## config.mk

```make
export PLATFORM = sky130hd
export DESIGN_NAME = fifo_symbol_reader_flat
export DESIGN_NICKNAME = d
export VERILOG_FILES = /design/src/rtl/zb_fifo_pkg.sv /design/src/rtl/fifo_symbol_reader_if.sv /design/src/rtl/fifo_symbol_reader_bit_pacer.sv /design/src/rtl/fifo_symbol_reader.sv /design/src/flat_wrapper.sv
export SDC_FILE = /design/constraint.sdc
export NUM_CORES = 1
export LEC_CHECK = 0
export ABC_AREA = 1
export BUFFER_PORTS_ARGS = -buffer_cell sky130_fd_sc_hd__buf_4
export CAP_MARGIN = 15
export CORE_MARGIN = 5
export CORE_UTILIZATION = 49
export CTS_CLUSTER_DIAMETER = 30
export CTS_CLUSTER_SIZE = 8
export DETAILED_ROUTE_END_ITERATION = 8
export PLACE_DENSITY_LB_ADDON = 0.2
export SETUP_SLACK_MARGIN = 0.02
export SYNTH_ARGS = -nofsm -noshare
export SYNTH_HDL_FRONTEND = slang
export SYNTH_SLANG_ARGS = --single-unit
```

## constraint.sdc

```tcl
create_clock -name inClock -period 1.15 [get_ports inClock]
set_input_delay 0.1725 -clock inClock [delete_from_list [all_inputs] [get_ports inClock]]
set_output_delay 0.1725 -clock inClock [all_outputs]
set_load 0.05 [all_outputs]
```

## src/rtl/zb_fifo_pkg.sv

```systemverilog
// Shared definitions for the inFIFO symbol path: reader FSM states and the
// symbol width agreed between inFIFO and its consumer.
package zb_fifo_pkg;

    localparam int SYMBOL_WIDTH = 4;

    typedef enum logic [1:0] {
        IDLE  = 2'd0,
        REQ   = 2'd1,
        WAIT  = 2'd2,
        SHIFT = 2'd3
    } reader_state_t;

endpackage

```

## src/rtl/fifo_symbol_reader_if.sv

```systemverilog
// Signal bundle between inFIFO / TX chain and the symbol reader.
// master is the reader's view, slave is the FIFO/TX side.
interface fifo_symbol_reader_if #(
    parameter int DATA_WIDTH  = zb_fifo_pkg::SYMBOL_WIDTH,
    parameter int COUNT_WIDTH = 8
);
    logic                   inEnable;
    logic                   inFifoEmpty;
    logic                   inFifoReadError;
    logic [DATA_WIDTH-1:0]  inFifoData;
    logic                   outFifoReadEnable;
    logic                   outBit;
    logic                   outBitStrobe;
    logic                   outSymbolDone;
    logic                   outBusy;
    logic                   outUnderflow;
    logic [COUNT_WIDTH-1:0] outSymbolCount;

    modport master (
        input  inEnable, inFifoEmpty, inFifoReadError, inFifoData,
        output outFifoReadEnable, outBit, outBitStrobe, outSymbolDone,
               outBusy, outUnderflow, outSymbolCount
    );

    modport slave (
        output inEnable, inFifoEmpty, inFifoReadError, inFifoData,
        input  outFifoReadEnable, outBit, outBitStrobe, outSymbolDone,
               outBusy, outUnderflow, outSymbolCount
    );
endinterface

```

## src/rtl/fifo_symbol_reader_bit_pacer.sv

```systemverilog
// Bit period timer: down-counter reloaded on symbol start and on every
// terminal count; emits the end-of-period tick and a registered new-bit strobe.
module bit_pacer #(
    parameter int BIT_PERIOD = 8
) (
    input  logic inClock,
    input  logic inReset,
    input  logic inStart,
    input  logic inRun,
    input  logic inFinalBit,
    output logic outTick,
    output logic outStrobe
);
    localparam int PW = $clog2(BIT_PERIOD);

    logic [PW-1:0] periodCount;

    assign outTick = inRun && (periodCount == '0);

    always_ff @(posedge inClock or negedge inReset) begin
        if (!inReset) begin
            periodCount <= '0;
            outStrobe   <= 1'b0;
        end else begin
            // no strobe after the final bit: the next one comes from inStart
            outStrobe <= inStart || (outTick && !inFinalBit);
            if (inStart || outTick) begin
                periodCount <= PW'(BIT_PERIOD - 1);
            end else if (inRun) begin
                periodCount <= periodCount - 1'b1;
            end
        end
    end
endmodule

```

## src/rtl/fifo_symbol_reader.sv

```systemverilog
// inFIFO consumer: strobes one read per symbol, captures the data after the
// FIFO read latency and serializes it as a paced bit stream to the spreader.
//
// state | meaning
// IDLE  | waiting for enable and a non-empty FIFO
// REQ   | single-cycle FIFO read strobe
// WAIT  | read latency elapsing, capture data/error on its last cycle
// SHIFT | serializing DATA_WIDTH bits, BIT_PERIOD clocks each
module fifo_symbol_reader
    import zb_fifo_pkg::*;
#(
    parameter int DATA_WIDTH   = SYMBOL_WIDTH,
    parameter int BIT_PERIOD   = 8,
    parameter int READ_LATENCY = 1,
    parameter int COUNT_WIDTH  = 8,
    parameter bit MSB_FIRST    = 1'b0
) (
    input logic inClock,
    input logic inReset,
    fifo_symbol_reader_if.master bus
);
    localparam int BIT_W = (DATA_WIDTH > 1) ? $clog2(DATA_WIDTH) : 1;
    localparam int LAT_W = 2;

    reader_state_t          state;
    reader_state_t          stateNext;
    logic [DATA_WIDTH-1:0]  shiftReg;
    logic [BIT_W-1:0]       bitIndex;
    logic [LAT_W-1:0]       latCount;
    logic [COUNT_WIDTH-1:0] symbolCount;
    logic                   symbolDone;
    logic                   underflow;
    logic                   fifoReadEnable;
    logic                   busy;
    logic                   startNext;
    logic                   lastWait;
    logic                   capture;
    logic                   captureError;
    logic                   finalBit;
    logic                   bitTick;
    logic                   bitStrobe;
    logic                   symbolEnd;

    assign startNext    = bus.inEnable && !bus.inFifoEmpty;
    assign lastWait     = (state == WAIT) && (latCount == '0);
    assign capture      = lastWait && !bus.inFifoReadError;
    assign captureError = lastWait && bus.inFifoReadError;
    assign finalBit     = (bitIndex == BIT_W'(DATA_WIDTH - 1));
    assign symbolEnd    = bitTick && finalBit;

    bit_pacer #(.BIT_PERIOD(BIT_PERIOD)) u_bit_pacer (
        .inClock    (inClock),
        .inReset    (inReset),
        .inStart    (capture),
        .inRun      (state == SHIFT),
        .inFinalBit (finalBit),
        .outTick    (bitTick),
        .outStrobe  (bitStrobe)
    );

    always_ff @(posedge inClock or negedge inReset) begin
        if (!inReset) state <= IDLE;
        else          state <= stateNext;
    end

    always_comb begin
        stateNext      = state;
        fifoReadEnable = 1'b0;
        busy           = 1'b1;
        case (state)
            IDLE: begin
                busy = 1'b0;
                if (startNext) stateNext = REQ;
            end
            REQ: begin
                fifoReadEnable = 1'b1;
                stateNext      = WAIT;
            end
            WAIT: begin
                if (lastWait) stateNext = bus.inFifoReadError ? IDLE : SHIFT;
            end
            SHIFT: begin
                if (symbolEnd) stateNext = startNext ? REQ : IDLE;
            end
            default: stateNext = IDLE;
        endcase
    end

    always_ff @(posedge inClock or negedge inReset) begin
        if (!inReset) begin
            shiftReg    <= '0;
            bitIndex    <= '0;
            latCount    <= '0;
            symbolCount <= '0;
            symbolDone  <= 1'b0;
            underflow   <= 1'b0;
        end else begin
            symbolDone <= symbolEnd;
            if (symbolEnd)    symbolCount <= symbolCount + 1'b1;
            if (captureError) underflow   <= 1'b1;

            if (state == REQ)                      latCount <= LAT_W'(READ_LATENCY - 1);
            else if (state == WAIT && latCount != '0) latCount <= latCount - 1'b1;

            // the final bit is never shifted away, so outBit holds it until the next capture
            if (capture) begin
                shiftReg <= bus.inFifoData;
                bitIndex <= '0;
            end else if (bitTick && !finalBit) begin
                shiftReg <= MSB_FIRST ? (shiftReg << 1) : (shiftReg >> 1);
                bitIndex <= bitIndex + 1'b1;
            end
        end
    end

    assign bus.outFifoReadEnable = fifoReadEnable;
    assign bus.outBit            = MSB_FIRST ? shiftReg[DATA_WIDTH-1] : shiftReg[0];
    assign bus.outBitStrobe      = bitStrobe;
    assign bus.outSymbolDone     = symbolDone;
    assign bus.outBusy           = busy;
    assign bus.outUnderflow      = underflow;
    assign bus.outSymbolCount    = symbolCount;
endmodule
```

## src/flat_wrapper.sv

```systemverilog
// flat-port wrapper written by rule: the top's interface ports become plain ports
module fifo_symbol_reader_flat import zb_fifo_pkg::*;
#(
    parameter int DATA_WIDTH   = SYMBOL_WIDTH,
    parameter int BIT_PERIOD   = 8,
    parameter int READ_LATENCY = 1,
    parameter int COUNT_WIDTH  = 8,
    parameter bit MSB_FIRST    = 1'b0
)
  (inClock, inReset, bus_inEnable, bus_inFifoEmpty, bus_inFifoReadError, bus_inFifoData, bus_outFifoReadEnable, bus_outBit, bus_outBitStrobe, bus_outSymbolDone, bus_outBusy, bus_outUnderflow, bus_outSymbolCount);
  fifo_symbol_reader_if #(.DATA_WIDTH(DATA_WIDTH), .COUNT_WIDTH(COUNT_WIDTH)) bus_i ();
  input logic inClock;
  input logic inReset;
  input wire logic [$bits(bus_i.inEnable)-1:0] bus_inEnable;
  input wire logic [$bits(bus_i.inFifoEmpty)-1:0] bus_inFifoEmpty;
  input wire logic [$bits(bus_i.inFifoReadError)-1:0] bus_inFifoReadError;
  input wire logic [$bits(bus_i.inFifoData)-1:0] bus_inFifoData;
  output wire logic [$bits(bus_i.outFifoReadEnable)-1:0] bus_outFifoReadEnable;
  output wire logic [$bits(bus_i.outBit)-1:0] bus_outBit;
  output wire logic [$bits(bus_i.outBitStrobe)-1:0] bus_outBitStrobe;
  output wire logic [$bits(bus_i.outSymbolDone)-1:0] bus_outSymbolDone;
  output wire logic [$bits(bus_i.outBusy)-1:0] bus_outBusy;
  output wire logic [$bits(bus_i.outUnderflow)-1:0] bus_outUnderflow;
  output wire logic [$bits(bus_i.outSymbolCount)-1:0] bus_outSymbolCount;
  assign bus_i.inEnable = bus_inEnable;
  assign bus_i.inFifoEmpty = bus_inFifoEmpty;
  assign bus_i.inFifoReadError = bus_inFifoReadError;
  assign bus_i.inFifoData = bus_inFifoData;
  assign bus_outFifoReadEnable = bus_i.outFifoReadEnable;
  assign bus_outBit = bus_i.outBit;
  assign bus_outBitStrobe = bus_i.outBitStrobe;
  assign bus_outSymbolDone = bus_i.outSymbolDone;
  assign bus_outBusy = bus_i.outBusy;
  assign bus_outUnderflow = bus_i.outUnderflow;
  assign bus_outSymbolCount = bus_i.outSymbolCount;
  fifo_symbol_reader #(.DATA_WIDTH(DATA_WIDTH), .BIT_PERIOD(BIT_PERIOD), .READ_LATENCY(READ_LATENCY), .COUNT_WIDTH(COUNT_WIDTH), .MSB_FIRST(MSB_FIRST)) u_core (.inClock(inClock), .inReset(inReset), .bus(bus_i));
endmodule
```

==> results of run 1 <==
==> power breakdown <==
| part | internal [W] | switching [W] |
|---|---|---|
| logic | 0.00123 | 0.00148 |
| registers | 0.00103 | 0.000185 |
| clock network | 0.000194 | 0.000275 |
==> worst max-delay path: cells and delay by family, from the launching register on <==
family / cells / cell delay (ns)
buffers and inverters: 3 / 0.42
flip-flops: 1 / 0.47
AND/OR/NAND/NOR: 5 / 0.59
==> cells in the mapped netlist <==
cell type                  number  area share [%]
sky130_fd_sc_hd__a21oi_1        2            0.76
sky130_fd_sc_hd__a31o_2         1            0.66
sky130_fd_sc_hd__buf_6          1            0.85
sky130_fd_sc_hd__clkinv_2       1            0.38
sky130_fd_sc_hd__dfrtp_1       24              45
sky130_fd_sc_hd__ha_1           5             4.7
sky130_fd_sc_hd__inv_1         22             6.3
sky130_fd_sc_hd__inv_2          1            0.28
sky130_fd_sc_hd__nand2_1       63              18
sky130_fd_sc_hd__nand2_2        2            0.95
sky130_fd_sc_hd__nand2_4        2             1.7
sky130_fd_sc_hd__nand3_1       17             6.4
sky130_fd_sc_hd__nand3_4        1             1.3
sky130_fd_sc_hd__nand3b_1       3             1.7
sky130_fd_sc_hd__nand4_1        3             1.4
sky130_fd_sc_hd__nor2_1         8             2.3
sky130_fd_sc_hd__nor2_4         2             1.7
sky130_fd_sc_hd__o21ai_0        5             1.9
sky130_fd_sc_hd__o21ai_2        1            0.66
sky130_fd_sc_hd__xnor2_1        2             1.3
sky130_fd_sc_hd__xor2_1         2             1.3
==> layer usage <==
layer	global-route usage, %	up-vias	part of all wire [%]
li1	-	687	-
met1	35.2	793	37
met2	47.1	125	49
met3	4.55	45	8.4
met4	10.9	0	5.6
met5	0	-	0
==> timing repair <==
| item | in CTS | in global routing |
|---|---|---|
| resized for setup | 67 | 25 |
| setup endpoints to repair | 33 | 31 |
| buffers inserted | 20 | 9 |
| pin swaps | 28 | 14 |
| hold buffers | 1 | 0 |
| endpoints found under the hold margin | 24 | 0 |
| cloned | 4 | 0 |
==> state kept, by name (all words and copies together), names as in the netlist <==
signal                          flops
u_core.u_bit_pacer.periodCount      3
u_core.bitIndex                     2
u_core.bus.outUnderflow             1
u_core.shiftReg                     4
u_core.state                        2
u_core.u_bit_pacer.outStrobe        1
u_core.bus.outSymbolCount           8
u_core.bus.outSymbolDone            1
u_core.latCount                     2
==> cells by family after synthesis <==
group / after synthesis / share of synthesized area, %
AO/OA/AOI/OAI: 9 / 3.98
AND/OR/NAND/NOR: 101 / 35.4
adder cells (fa/ha/maj): 5 / 4.73
flip-flops: 24 / 45.5
XOR/XNOR: 4 / 2.65
buffers and inverters: 25 / 7.76
==> area by class of cell <==
cell class | count | area, um^2
Clock buffer | 4 | 36.3
Sequential cell | 24 | 612
Multi-Input combinational cell | 123 | 910
Inverter | 24 | 100
Timing Repair Buffer | 68 | 633
Fill cell | 91 | 194
Tap cell | 30 | 37.5
==> metrics by stage <==
stage | worst slack (ns) | util, % | hold slack, ns | power, W | std cells
floorplan | -0.0499 | - | -0.123 | 0.00207 | 168
global placement | -0.0901 | 66.7 | 0.0835 | 0.00254 | 235
detailed placement | -0.134 | 66.7 | 0.0913 | 0.00260 | 235
CTS | -0.231 | 85.4 | 0.0767 | 0.00382 | 264
global route | -0.406 | 92.3 | 0.112 | 0.00455 | 273
finish | -0.381 | 92.3 | 0.0897 | 0.00439 | 273
==> worst min-delay path by stage <==
| stage | startpoint | to | slack, ns | cells past startpoint |
|---|---|---|---|---|
| floorplan | inReset | u_core.bitIndex[0]$_DFFE_PN0P_ | -0.12 | 0 |
| global placement | inReset | u_core.state[0]$_DFFE_PN0P_ | 0.08 | 1 |
| detailed placement | inReset | u_core.state[0]$_DFFE_PN0P_ | 0.09 | 1 |
| CTS | bus_inFifoData[3] | u_core.shiftReg[3]$_DFFE_PN0P_ | 0.08 | 3 |
| global route | bus_inFifoData[3] | u_core.shiftReg[3]$_DFFE_PN0P_ | 0.11 | 3 |
| finish | bus_inFifoData[3] | u_core.shiftReg[3]$_DFFE_PN0P_ | 0.09 | 3 |
==> run_results.csv, run 1 <==
group,metric,value,unit
global_routing,grt_pass1_wl,7670,um
die,io-pin-count,23,
clock_network,cts_buffer_depth,2,
timing,rsz0062_at_grt,"yes",
clock_network,cts_buffers,3,
timing,fin_setup_tns,-6.67,ns
timing,setup_viol_count_final,26,
placed_design,place.detailed.hpwl,2150,um
clock_network,clk_pin_slew_worst_paths,0.14,ns
die,die_h,61.9,um
clock_network,clock-root-buffer,"sky130_fd_sc_hd__clkbuf_4",
clock_network,clock_tree_from_tritoncts,"built",
worst_setup_path,worst_ep_required_time,1.42,ns
cells_and_area,final_net_count,258,
timing,skew_final,0.00226,ns
die,floorplan.core_area,2520,um^2
global_routing,grt-ovfl-total,0,
run,drv_cap,0,
placed_design,globalplace.congestion,0.830,
synth,yosys_warnings,0,
cells_and_area,layout-area-overhead-vs-synth,76.2,%
worst_setup_path,max_stage_delay,0.47,ns
timing,max_frequency,653,MHz
worst_setup_path,critPathMaxFanout,4,
timing,timing_max_transition_violations_final,0,
hold_path,hold_path.class,"primary input to register",
timing,relSlewSlack,64.9,%
route,detail_route.wl_per_cell,23.1,um
pwr,power_per_cell_area,1890,nW/um^2
worst_setup_path,worst_r2r_startpoint,"u_core.state[0]$_DFFE_PN0P_",
synth,synthCells,168,
placed_design,portBuffers,22,
route,drc_markers,0,
worst_setup_path,worstRegToRegCells,8,
route,detail_route.first_pass.iterations,5,
worst_setup_path,startpoint,"u_core.state[0]$_DFFE_PN0P_",
placed_design,post_dp_cell_area,1680,um^2
timing,hold_viol_final,0,
worst_setup_path,r2r-end,"u_core.shiftReg[0]$_DFFE_PN0P_",
worst_setup_path,setup.worst_path.start_class,"register",
route,first_iter_violations,217,
synth,synthesis.area_per_instance,7.86,um^2
die,start_util,52.4,%
worst_setup_path,setup.worst_path.class,"register to register",
global_routing,grt_antenna_before_repair,0,
route,drt_wl_total,6320,um
cells_and_area,layout_commonest_cell,"sky130_fd_sc_hd__nand2_1",
global_routing,grt_max_degree,25,
route,via_count,1650,
synth,yosysSeqAreaShare,45.5,%
route,detail_route.vias_per_cell,6.04,
clock_network,worstSkewPairLatency,0.32,ns
timing,final_critical_path_setup_slack,-0.381,ns
pwr,p_leak,1.18,nW
cells_and_area,final_layout_size_suffix_gt1_share,56.8,%
clock_network,cts.sinks,24,
clock_network,h-tree-depth,1,
synth,synth_nets,182,
synth,synth.ff_latch_count,24,
synth,synth.distinct_cells,21,
run_status,run_status,"finished with violations",
cells_and_area,final_cell_mix,"sky130_fd_sc_hd__nand2_1 (47), sky130_fd_sc_hd__buf_4 (40), sky130_fd_sc_hd__buf_6 (22)",
worst_setup_path,ff2ff_setup_slack,-0.38,ns
cells_and_area,final_design_area_no_fill,2330,um^2
worst_setup_path,timing.critical_path.cells,"buf_6, nor2_4, buf_6, buf_6, nand4_1, nand2_1, nand2_1, nand2_1",
synth,syn_area,1320,um^2
global_routing,grt.total_usage,27.8,%
pwr,vdd_ir_drop_max,0.00194,V
timing,max_slew.worst_pin.slew,0.526,ns
worst_setup_path,crit_path_top_delay_cell,"sky130_fd_sc_hd__dfrtp_2",
timing,final.min_clock_period,1.53,ns
worst_setup_path,cp-endpoint,"u_core.shiftReg[0]$_DFFE_PN0P_",
die,design.die.area,3830,um^2
cells_and_area,antennaDiodeCount,0,
global_routing,first_global_vias,1592,
die,std_cell_rows,18,
die,die_width,61.9,um
worst_setup_path,setup.worst_path.end_class,"register",
timing,final_cycle_share,133,%
route,drtAntennaViolNets,0,
run_status,failed_checks,"negative setup slack",
worst_setup_path,critical_path_arrival,1.80,ns
Power figures use the tool's default switching activity.
==> run 2: changes to the inputs <==
==> constraint.sdc (replaced) <==
create_clock -name inClock -period 1.15 [get_ports inClock]
set_input_delay 0.115 -clock inClock [delete_from_list [all_inputs] [get_ports inClock]]
set_output_delay 0.115 -clock inClock [all_outputs]
set_load 0.05 [all_outputs]
==> run 2 against run 1 <==
The flow still finishes with violations (negative setup slack). Clock-buffer cell count unchanged. Global-route usage decreased by 7.1 points. Clock power decreased by 2%. Non-clock buffer count decreased by 16. Critical endpoint is now u_core.bus.outSymbolCount[4]$_DFFE_PN0P_. Largest power group unchanged.
==> run_results.csv, run 2 (synthesis gave the netlist of run 1 again) <==
group,metric,value,unit
route,drt_wl_total,3940,um
cells_and_area,postLayoutCoreUtil,82.9,%
worst_setup_path,worst_r2r_startpoint,"u_core.u_bit_pacer.periodCount[0]$_DFFE_PN0P_",
clock_network,clk_pin_slew_worst_paths,0.14,ns
run_status,run_status,"finished with violations",
clock_network,worstSkewPairLatency,0.31,ns
worst_setup_path,max_stage_delay,0.43,ns
pwr,vdd_ir_drop_max,0.00150,V
timing,hold_viol_final,0,
global_routing,grt_max_degree,25,
worst_setup_path,worstRegToRegCells,7,
hold_path,hold_path.class,"primary input to register",
worst_setup_path,setup.worst_path.end_class,"register",
placed_design,globalplace.congestion,0.812,
timing,final_cycle_share,121,%
route,drc_markers,0,
pwr,power_per_cell_area,1770,nW/um^2
worst_setup_path,critPathMostFrequentCell,"sky130_fd_sc_hd__nand2_4",
worst_setup_path,cp-endpoint,"u_core.bus.outSymbolCount[4]$_DFFE_PN0P_",
timing,fin_setup_tns,-4.33,ns
die,std_cell_rows,18,
worst_setup_path,setup.worst_path.start_class,"register",
clock_network,cts_buffer_depth,2,
cells_and_area,layout.filler_cells,145,
timing,final.min_clock_period,1.40,ns
route,detail_route.vias_per_cell,5.27,
placed_design,portBuffers,22,
global_routing,grt-ovfl-total,0,
global_routing,grt_pass1_wl,5720,um
route,detail_route.wl_per_cell,15.4,um
timing,max_slew.worst_pin.slew,0.399,ns
cells_and_area,final_layout_size_suffix_gt1_share,52.2,%
timing,final_critical_path_setup_slack,-0.246,ns
cells_and_area,antennaDiodeCount,0,
worst_setup_path,crit_path_top_delay_cell,"sky130_fd_sc_hd__dfrtp_1",
clock_network,clock_tree_from_tritoncts,"built",
route,drtAntennaViolNets,0,
timing,setup_viol_count_final,26,
die,die_h,61.9,um
pwr,p_leak,1.06,nW
die,die_width,61.9,um
timing,timing_max_transition_violations_final,0,
worst_setup_path,critical_path_cell_count,7,
cells_and_area,largest_register_ffs,8,
cells_and_area,area_occupied_by_multi_input_gates,855,um^2
worst_setup_path,setup.worst_path.class,"register to register",
route,detail_route.first_pass.iterations,4,
cells_and_area,layout-area-overhead-vs-synth,58.3,%
worst_setup_path,timing.critical_path.cells,"inv_2, ha_4, nand2_4, nor2_4, nand2_4, o21ai_1, nand2_1",
global_routing,grt_antenna_before_repair,0,
worst_setup_path,critical_path_arrival,1.60,ns
die,floorplan.core_area,2520,um^2
timing,max_frequency,717,MHz
placed_design,place.detailed.hpwl,2210,um
cells_and_area,layout_commonest_cell,"sky130_fd_sc_hd__nand2_1",
clock_network,cts_buffers,3,
cells_and_area,area.sequential,612,um^2
hold_path,timing.hold.worst_path_depth,3,
worst_setup_path,r2r-end,"u_core.bus.outSymbolCount[4]$_DFFE_PN0P_",
worst_setup_path,cpLargestDelayFamily,"simple AND/OR/NAND/NOR gates",
timing,rsz0062_at_grt,"yes",
cells_and_area,final_net_count,241,
worst_setup_path,worst_ep_required_time,1.36,ns
run_status,failed_checks,"negative setup slack",
die,design.die.area,3830,um^2
timing,skew_final,0.00100,ns
route,via_count,1350,
global_routing,first_global_vias,1244,
die,start_util,52.4,%
worst_setup_path,ff2ff_setup_slack,-0.25,ns
worst_setup_path,worst-path-buf-inv,1,
clock_network,cts.sinks,24,
worst_setup_path,startpoint,"u_core.u_bit_pacer.periodCount[0]$_DFFE_PN0P_",
clock_network,clock-root-buffer,"sky130_fd_sc_hd__clkbuf_4",
cells_and_area,final_cell_mix,"sky130_fd_sc_hd__nand2_1 (46), sky130_fd_sc_hd__buf_4 (39), sky130_fd_sc_hd__inv_1 (15), sky130_fd_sc_hd__dfrtp_1 (15), sky130_fd_sc_hd__nand2_2 (14)",
run,drv_cap,0,
worst_setup_path,critPathMaxFanout,5,
timing,relSlewSlack,73.4,%
global_routing,grt.total_usage,20.6,%
die,io-pin-count,23,
clock_network,h-tree-depth,1,
route,first_iter_violations,67,
==> run 2: how the worst min path moves through the flow <==
stage	start	to	slack (ns)
6_report	bus_inFifoData[3]	u_core.shiftReg[3]$_DFFE_PN0P_	0.05
5_1_grt	bus_inFifoData[3]	u_core.shiftReg[3]$_DFFE_PN0P_	0.04
4_1_cts	bus_inFifoReadError	u_core.bus.outUnderflow$_DFFE_PN0P_	0.05
3_5_place_dp	inReset	u_core.state[0]$_DFFE_PN0P_	0.03
3_3_place_gp	inReset	u_core.state[0]$_DFFE_PN0P_	0.03
2_1_floorplan	inReset	u_core.bitIndex[0]$_DFFE_PN0P_	-0.18
==> run 2: per-stage QoR <==
step / hold slack (ns) / setup WS (ns) / power (W) / instance area (um^2) / std cells
floorplan: -0.181 / -0.0499 / 0.00207 / 1370 / 168
CTS: 0.0514 / -0.195 / 0.00339 / 1890 / 249
global route: 0.0438 / -0.320 / 0.00388 / 2090 / 256
global placement: 0.0261 / -0.0902 / 0.00254 / 1680 / 235
finish: 0.0489 / -0.246 / 0.00370 / 2090 / 256
detailed placement: 0.0303 / -0.143 / 0.00261 / 1680 / 235
==> run 2: report_power, final <==
part           total [W]  switching (W)  internal, W
combinational    0.00206        0.00113     0.000930
sequential       0.00118       0.000155      0.00103
clock           0.000457       0.000264     0.000193
total            0.00370        0.00155      0.00215
==> run 2: worst min-delay path: stages <==
cell	delay, ns
sky130_fd_sc_hd__buf_4	0.11
sky130_fd_sc_hd__inv_1	0.06
sky130_fd_sc_hd__o21ai_2	0.06
==> run 2: repair_timing <==
| action | 4_1_cts | 5_1_grt |
|---|---|---|
| cloned | 3 | 0 |
| buffers inserted | 7 | 7 |
| hold buffers | 1 | 0 |
| setup endpoints to repair | 25 | 30 |
| gates resized for setup | 29 | 38 |
| pin swaps | 7 | 15 |
| hold endpoints to repair | 24 | 0 |
==> run 2: area by class of cell <==
type | instances | share of cell area, %
sequential | 24 | 29.2
clock buffer | 4 | 1.73
tap | 30 | 1.79
inverter | 24 | 4.67
multi-input combinational | 122 | 40.8
timing repair buffer | 52 | 21.7
==> run 2: metal layers <==
layer  global-route usage, %  share of wire (%)  vias up
met5                       0                  0        -
met4                    7.58                1.8        0
met3                    2.48                4.3        9
met2                    35.6                 52       34
met1                    26.5                 42      662
li1                        -                  -      645
